**src/rtl/branch_predictor.sv**
```systemverilog
// Branch target buffer with per-entry saturating direction counters.
// Optional statistics counters are enabled by defining BP_STATS_EN.
module branch_predictor #(
  parameter int ENTRIES = 16,
  parameter int CTR_W   = 2
) (
  input  logic        CLK,
  input  logic        nRST,
  input  logic [31:0] fetch_pc,
  output logic        pred_hit,
  output logic        pred_taken,
  output logic [31:0] pred_next_pc,
  input  logic        resolve_valid,
  input  logic [31:0] resolve_pc,
  input  logic        resolve_taken,
  input  logic [31:0] resolve_target,
  input  logic        resolve_pred_taken,
  input  logic [31:0] resolve_pred_target,
  input  logic        bp_clear,
  output logic        mispredict,
  output logic [31:0] redirect_pc
`ifdef BP_STATS_EN
  ,
  output logic [31:0] stat_branches,
  output logic [31:0] stat_mispredicts
`endif
);

  localparam int IDX_W = $clog2(ENTRIES);
  localparam int TAG_W = 32 - IDX_W - 2;
  localparam logic [CTR_W-1:0] CTR_MAX  = '1;
  localparam logic [CTR_W-1:0] CTR_WEAK = CTR_W'(1 << (CTR_W - 1));

  logic               valid_q  [ENTRIES];
  logic [TAG_W-1:0]   tag_q    [ENTRIES];
  logic [31:0]        target_q [ENTRIES];
  logic [CTR_W-1:0]   ctr_q    [ENTRIES];

  logic [IDX_W-1:0] fetch_idx;
  logic [TAG_W-1:0] fetch_tag;
  logic [IDX_W-1:0] res_idx;
  logic [TAG_W-1:0] res_tag;
  logic             res_hit;

  assign fetch_idx = fetch_pc[IDX_W+1:2];
  assign fetch_tag = fetch_pc[31:IDX_W+2];
  assign res_idx   = resolve_pc[IDX_W+1:2];
  assign res_tag   = resolve_pc[31:IDX_W+2];

  // Lookup reads only registered state, so a same-cycle update is never visible.
  always_comb begin
    pred_hit     = valid_q[fetch_idx] && (tag_q[fetch_idx] == fetch_tag);
    pred_taken   = pred_hit && ctr_q[fetch_idx][CTR_W-1];
    pred_next_pc = pred_taken ? target_q[fetch_idx] : fetch_pc + 32'd4;
  end

  always_comb begin
    res_hit     = valid_q[res_idx] && (tag_q[res_idx] == res_tag);
    mispredict  = resolve_valid &&
                  ((resolve_taken != resolve_pred_taken) ||
                   (resolve_taken && (resolve_target != resolve_pred_target)));
    redirect_pc = resolve_taken ? resolve_target : resolve_pc + 32'd4;
  end

  // NOTE: the whole table is cleared on reset (not just valid bits) so that
  // counters and targets start from a known value after every reset.
  always_ff @(posedge CLK) begin
    if (!nRST) begin
      for (int i = 0; i < ENTRIES; i++) begin
        valid_q[i]  <= 1'b0;
        tag_q[i]    <= '0;
        target_q[i] <= '0;
        ctr_q[i]    <= '0;
      end
    end else if (bp_clear) begin
      for (int i = 0; i < ENTRIES; i++) valid_q[i] <= 1'b0;
    end else if (resolve_valid) begin
      if (res_hit) begin
        if (resolve_taken) begin
          if (ctr_q[res_idx] != CTR_MAX) ctr_q[res_idx] <= ctr_q[res_idx] + CTR_W'(1);
          target_q[res_idx] <= resolve_target;
        end else if (ctr_q[res_idx] != '0) begin
          ctr_q[res_idx] <= ctr_q[res_idx] - CTR_W'(1);
        end
      end else if (resolve_taken) begin
        valid_q[res_idx]  <= 1'b1;
        tag_q[res_idx]    <= res_tag;
        target_q[res_idx] <= resolve_target;
        ctr_q[res_idx]    <= CTR_WEAK;
      end
    end
  end

`ifdef BP_STATS_EN
  // Statistics ignore bp_clear; they only clear on reset and saturate at all-ones.
  always_ff @(posedge CLK) begin
    if (!nRST) begin
      stat_branches    <= '0;
      stat_mispredicts <= '0;
    end else if (resolve_valid) begin
      if (stat_branches != '1) stat_branches <= stat_branches + 32'd1;
      if (mispredict && (stat_mispredicts != '1)) stat_mispredicts <= stat_mispredicts + 32'd1;
    end
  end
`endif

endmodule

```
**config.mk**
```make
export PLATFORM = sky130hd
export DESIGN_NAME = branch_predictor
export DESIGN_NICKNAME = d
export VERILOG_FILES = /design/src/rtl/branch_predictor.sv
export SDC_FILE = /design/constraint.sdc
export NUM_CORES = 2
export LEC_CHECK = 0
export CORE_UTILIZATION = 50
export DETAILED_ROUTE_END_ITERATION = 7
export PLACE_DENSITY = 0.79
export RECOVER_POWER = 50
export SYNTH_ARGS = -nofsm -noshare
export SYNTH_HDL_FRONTEND = slang
export SYNTH_SLANG_ARGS = --single-unit
```
**constraint.sdc**
```tcl
create_clock -name CLK -period 6.2 [get_ports CLK]
set_clock_uncertainty 0.15 [all_clocks]
set_input_delay 0.62 -clock CLK [delete_from_list [all_inputs] [get_ports CLK]]
set_output_delay 0.62 -clock CLK [all_outputs]
set_load 0.05 [all_outputs]
```
# [After elaboration in Yosys (flattened, before gate mapping)]
# Memory sizes are Yosys's and may differ from the RTL's.
# Index checks and enable logic that the tools add are counted.
[op_classes] eq_ne=5 bitwise=19 n_reduce_logical=11 n_addsub=4 n_mux=62
[op_table] op="2-to-1 mux 32 bit" n=4
[op_table] op="adder 32 x 3 -> 32 bit (second input constant)" n=2
[op_table] op="== test 26 bit" n=2
[op_table] op="2-to-1 mux 1 bit" n=50
[op_table] op="!= test 32 bit" n=1
[op_table] op="OR reduction 32 bit" n=1
[op_table] op="2-to-1 mux 26 bit" n=1
[op_table] op="OR reduction 26 bit" n=1
[op_table] op="bitwise OR 1 bit" n=19
[op_table] op="2-to-1 mux 4 bit" n=4
[op_table] op="2-to-1 mux 2 bit" n=3
[op_table] op="logical AND 1 bit" n=5
[op_table] op="adder 2 x 1 -> 2 bit (second input constant)" n=1
[op_table] op="!= test 2 bit (second input constant)" n=1
[op_table] op="nonzero test 2 bit" n=1
[op_table] op="OR reduction 2 bit" n=1
[op_table] op="subtractor 2 x 1 -> 2 bit (second input constant)" n=1
[op_table] op="logical OR 1 bit" n=1
[op_table] op="!= test 1 bit" n=1
[op_table] op="OR reduction 1 bit" n=1
[word_totals] output_inout_bits=67 mem_count=4 input_bits=134 ram_bits=976 reg_bits=0
[memory_table] name="target_q" depth=16 width=32 read_ports=1 rd_clocked_by_memory_dff=0 write_ports=16 line_no="36" source="logic [31:0] target_q [ENTRIES];"
[memory_table] name="tag_q" depth=16 width=26 read_ports=2 rd_clocked_by_memory_dff=0 write_ports=16 line_no="35" source="logic [TAG_W-1:0] tag_q [ENTRIES];"
[memory_table] name="ctr_q" depth=16 width=2 read_ports=2 rd_clocked_by_memory_dff=0 write_ports=16 line_no="37" source="logic [CTR_W-1:0] ctr_q [ENTRIES];"
[memory_table] name="valid_q" depth=16 width=1 read_ports=2 rd_clocked_by_memory_dff=0 write_ports=16 line_no="34" source="logic valid_q [ENTRIES];"

# [Depth between registers and ports, before layout]
# An unclocked memory read counts as a cell.
[depth] depth_word=13 mapped_depth=16

# [Worst setup path after synthesis]
# No wires, ideal clock.
[synth_path] path_kind="input -> output" start="input fetch_pc[2]" end="output pred_next_pc[12]" t_arrival_ns=4.571 path_buffers=5 path_stages=13 setup_slack_ns=0.859 cell_sequence="buf_2 -> buf_2 -> buf_2 -> mux4_2 -> mux2i_1 -> a21oi_1 -> xnor2_1 -> nand4_1 -> nor4_4 -> and2_1 -> buf_2 -> buf_2 -> o21ai_0"
[synth_between] elab_chain_len=5 word_cells_on_any_way=9
[synth_rtl] item="start: declaration" line_no="9" source="input logic [31:0] fetch_pc,"
[synth_rtl] item="memory read (16 x 26 bit)"
[synth_rtl] item="== test 26 bit" line_no="52" source="pred_hit = valid_q[fetch_idx] && (tag_q[fetch_idx] == fetch_tag);"
[synth_rtl] item="logical AND 1 bit *" line_no="52"
[synth_rtl] item="via pred_hit" line_no="10" source="output logic pred_hit,"
[synth_rtl] item="logical AND 1 bit *" line_no="53" source="pred_taken = pred_hit && ctr_q[fetch_idx][CTR_W-1];"
[synth_rtl] item="via pred_taken" line_no="11" source="output logic pred_taken,"
[synth_rtl] item="2-to-1 mux 32 bit *" line_no="54" source="pred_next_pc = pred_taken ? target_q[fetch_idx] : fetch_pc + 32'd4;"
[synth_rtl] item="end: declaration" line_no="12" source="output logic [31:0] pred_next_pc,"
# Mark *: on every way through the listed nets, which the timed path passes. The rest lies on a longest branch.

==> flow_summary.yaml <==
sta:
  period_minus_slack_ns: 5.95
  tns_ns: 0
  worstMarginPinSlew_ns: 3.21
  setup_violations: 0
  hold_ws_ns: 0.331
  fin_crit_sh: 0.960
  fmax_ghz: 0.168
  fin_ws_ns: 0.248
  hold_viol_final: 0
  slew_headroom: -1.14
  finalMaxSlewViolations: 999
  rsz0062_at_grt: "no"
floorplan:
  coreArea_sq_mm: 0.100
  die_area_sq_mm: 0.103
  fp.dieH_um: 321
  start_util: 0.506
  chipWidth_um: 321
  io_pins: 201
  placementRows: 116
routing:
  num_vias: 34300
  wire_per_inst_um: 33.0
  wirelength_um: 165000
  first_pass_iters: 8
  drc: 0
  postRouteAntennaNets: 0
  viasPerCell: 6.85
  drt_iter0_markers: 6262
yosys:
  ys.flop_type: "edfxtp_1"
  syn_area_per_cell_sq_um: 14.6
  yosys.area_share.xor_xnor: 0.0240
  synth_edf_count: 960
  async_flop_share: 0
  yosys.area_share.simple: 0.144
  synth_top_family_by_area: "multiplexers"
  synth.distinct_cells: 62
  synthAdderAreaFrac: 0.00123
  synth_seq_area_share: 0.574
  yosys_warnings: 0
  synth_compound_area_frac: 0.0270
  synthCells: 3483
  synth_seq_cells: 976
  synth.cell_area_sq_mm: 0.0508
  syn-num-nets: 3622
  synthMuxAreaShare: 0.197
power:
  pwr-share-seq: 0.504
  combinationalPowerShare: 0.127
  power_density_mw_per_mm2: 268
  intPower_mw: 11.5
  p_total_mw: 15.3
  swShare: 0.250
  switching_power_mw: 3.82
  p_leak_nw: 20.8
  pwr-share-clk: 0.368
  vdd_ir_drop_max_v: 0.000207
setup_path:
  slowest_stage: "o21ai_1"
  startpoint_type: "input pin"
  worst-setup-path-type: "input pin to flip-flop"
  required_ns: 6.35
  cp.arrival_ns: 6.10
  path_cells: "dlygate4sd3_1 -> nor2b_1 -> clkbuf_1 -> nand2_1 -> nor2_1 -> nand2_1 -> o21ai_1 -> clkbuf_2"
  r2r_slack_ns: 1.23
  slowest_delay_ns: 2.23
  crit_top_cell: "nand2_1"
  path_max_fanout: 20
  cp-end-kind: "flip-flop"
finish:
  stdcell_area_sq_mm: 0.0571
  syn_to_final_growth_pct: 12.5
  final_nets: 3705
  final_common_cell: "edfxtp_1"
  fillers: 7492
  multi_input_area_sq_mm: 0.0201
  finalNonFillerCells: 5005
  fin_util: 0.569
  layout-drive-gt1-share: 0.214
  register_area_sq_mm: 0.0291
  mostFrequentLayoutCells: "edfxtp_1 (960), and3_1 (411), mux4_2 (382)"
grt:
  antenna_found_initial: 18
  gr-usage-met1: 0.417
  grt_max_degree: 111
  use_met2: 0.484
  grt_use_met3: 0.0942
  grt.total_usage: 0.320
  grt_pass1_wl_um: 235000
  grt-busiest-layer: "met2"
  grt_overflow: 0
  grt_pass1_vias: 33300
clocking:
  post_cts_buffers: 0
  numCtsBuffers: 94
  cts_hold_buf: 0
  htreeDepth: 3
  clock_latency_ns: 0.68
  clk_pin_slew_ns: 0.06
  ctsResizeCount: 0
  cts-root-buf: "clkbuf_16"
  clk_path_buf_depth: 3
  cts_tree: "done"
  cts_sinks: 976
run:
  maxCapViolCount: 31
worst_hold_path:
  hold_class: "flip-flop to flip-flop"
placed_design:
  place.gp.congestion: 0.977
  dp_cells: 4827
  dp_slack_ns: 0.558
  dpl_cell_area_sq_mm: 0.0545
  portBuffers: 200
  hpwl_um: 102000
status:
  violations: "capacitance limit, slew limit"
  status: "finished, violations left"
[cells in the mapped netlist, drive strengths merged (16+ instances only)]
master,count,area (sq um)
dfxtp,16,320
nand3,31,155
xor2,52,455
xnor2,87,762
clkbuf,276,1040
mux4,382,8600
nand4,19,119
a21oi,31,193
mux2,41,465
inv,22,82.6
o21ai,84,420
and3,411,2570
nor2,97,364
a21o,16,120
and2,516,3230
mux2i,95,951
nand2b,17,106
nor3,28,140
edfxtp,960,28800
nor4,19,149
nand2,96,363
buf,86,502
[power by group through the flow]
stage               Sequential [mW]  Clock, mW  Combinational, mW
floorplan                      7.79          0               1.14
global placement               7.80          0               1.89
detailed placement             7.83          0               1.90
CTS                            7.69       5.62               1.91
global route                   7.73       5.84               1.98
finish                         7.71       5.63               1.95
[registers in the layout, summed over array words and instances (netlist names)]
| name | count |
|---|---|
| target_q | 512 |
| tag_q | 416 |
| ctr_q | 32 |
| valid_q | 16 |
[metal layers]
layer  vias up  share of wire
met5         -        0.00070
li1      13500              -
met3       606           0.15
met4        18          0.061
met1     17100           0.34
met2      3085           0.45
[worst max-delay path: cells and delay by family]
kind / cells / cell delay (ns)
buffers and inverters: 3 / 2.03
AOI/OAI and AO/OA: 1 / 2.23
and+or+nand+nor: 4 / 1.19
[path summary, 6_finish.rpt]
kind | startpoint | end | cells after the start
max | bp_clear | target_q[8][26]$_SDFFCE_PN0P_ | 8
min | valid_q[2]$_DFF_P_ | valid_q[2]$_DFF_P_ | 1
max reg2reg | tag_q[15][10]$_SDFFCE_PN0P_ | tag_q[5][20]$_SDFFCE_PN0P_ | 11
min reg2reg | valid_q[2]$_DFF_P_ | valid_q[2]$_DFF_P_ | 1
[layout make-up]
class	instances	area share
flip-flops and latches	976	0.510
diodes	8	0.000351
multi-input cells	2122	0.352
clock buffers	110	0.0426
repair buffers	349	0.0542
inverters	23	0.00151
clock inverters	60	0.00874
well taps	1357	0.0297
[kinds of logic (layout without fill, tap and decap cells)]
group | after synthesis | after routing
AND/OR/NAND/NOR | 1251 | 1251
flip-flops | 976 | 976
multiplexers | 518 | 518
buffers and inverters | 385 | 542
AO/OA/AOI/OAI | 209 | 209
XOR/XNOR | 139 | 139
adder cells (fa/ha/maj) | 5 | 5
other | 0 | 8
Power figures use the tool's default switching activity.
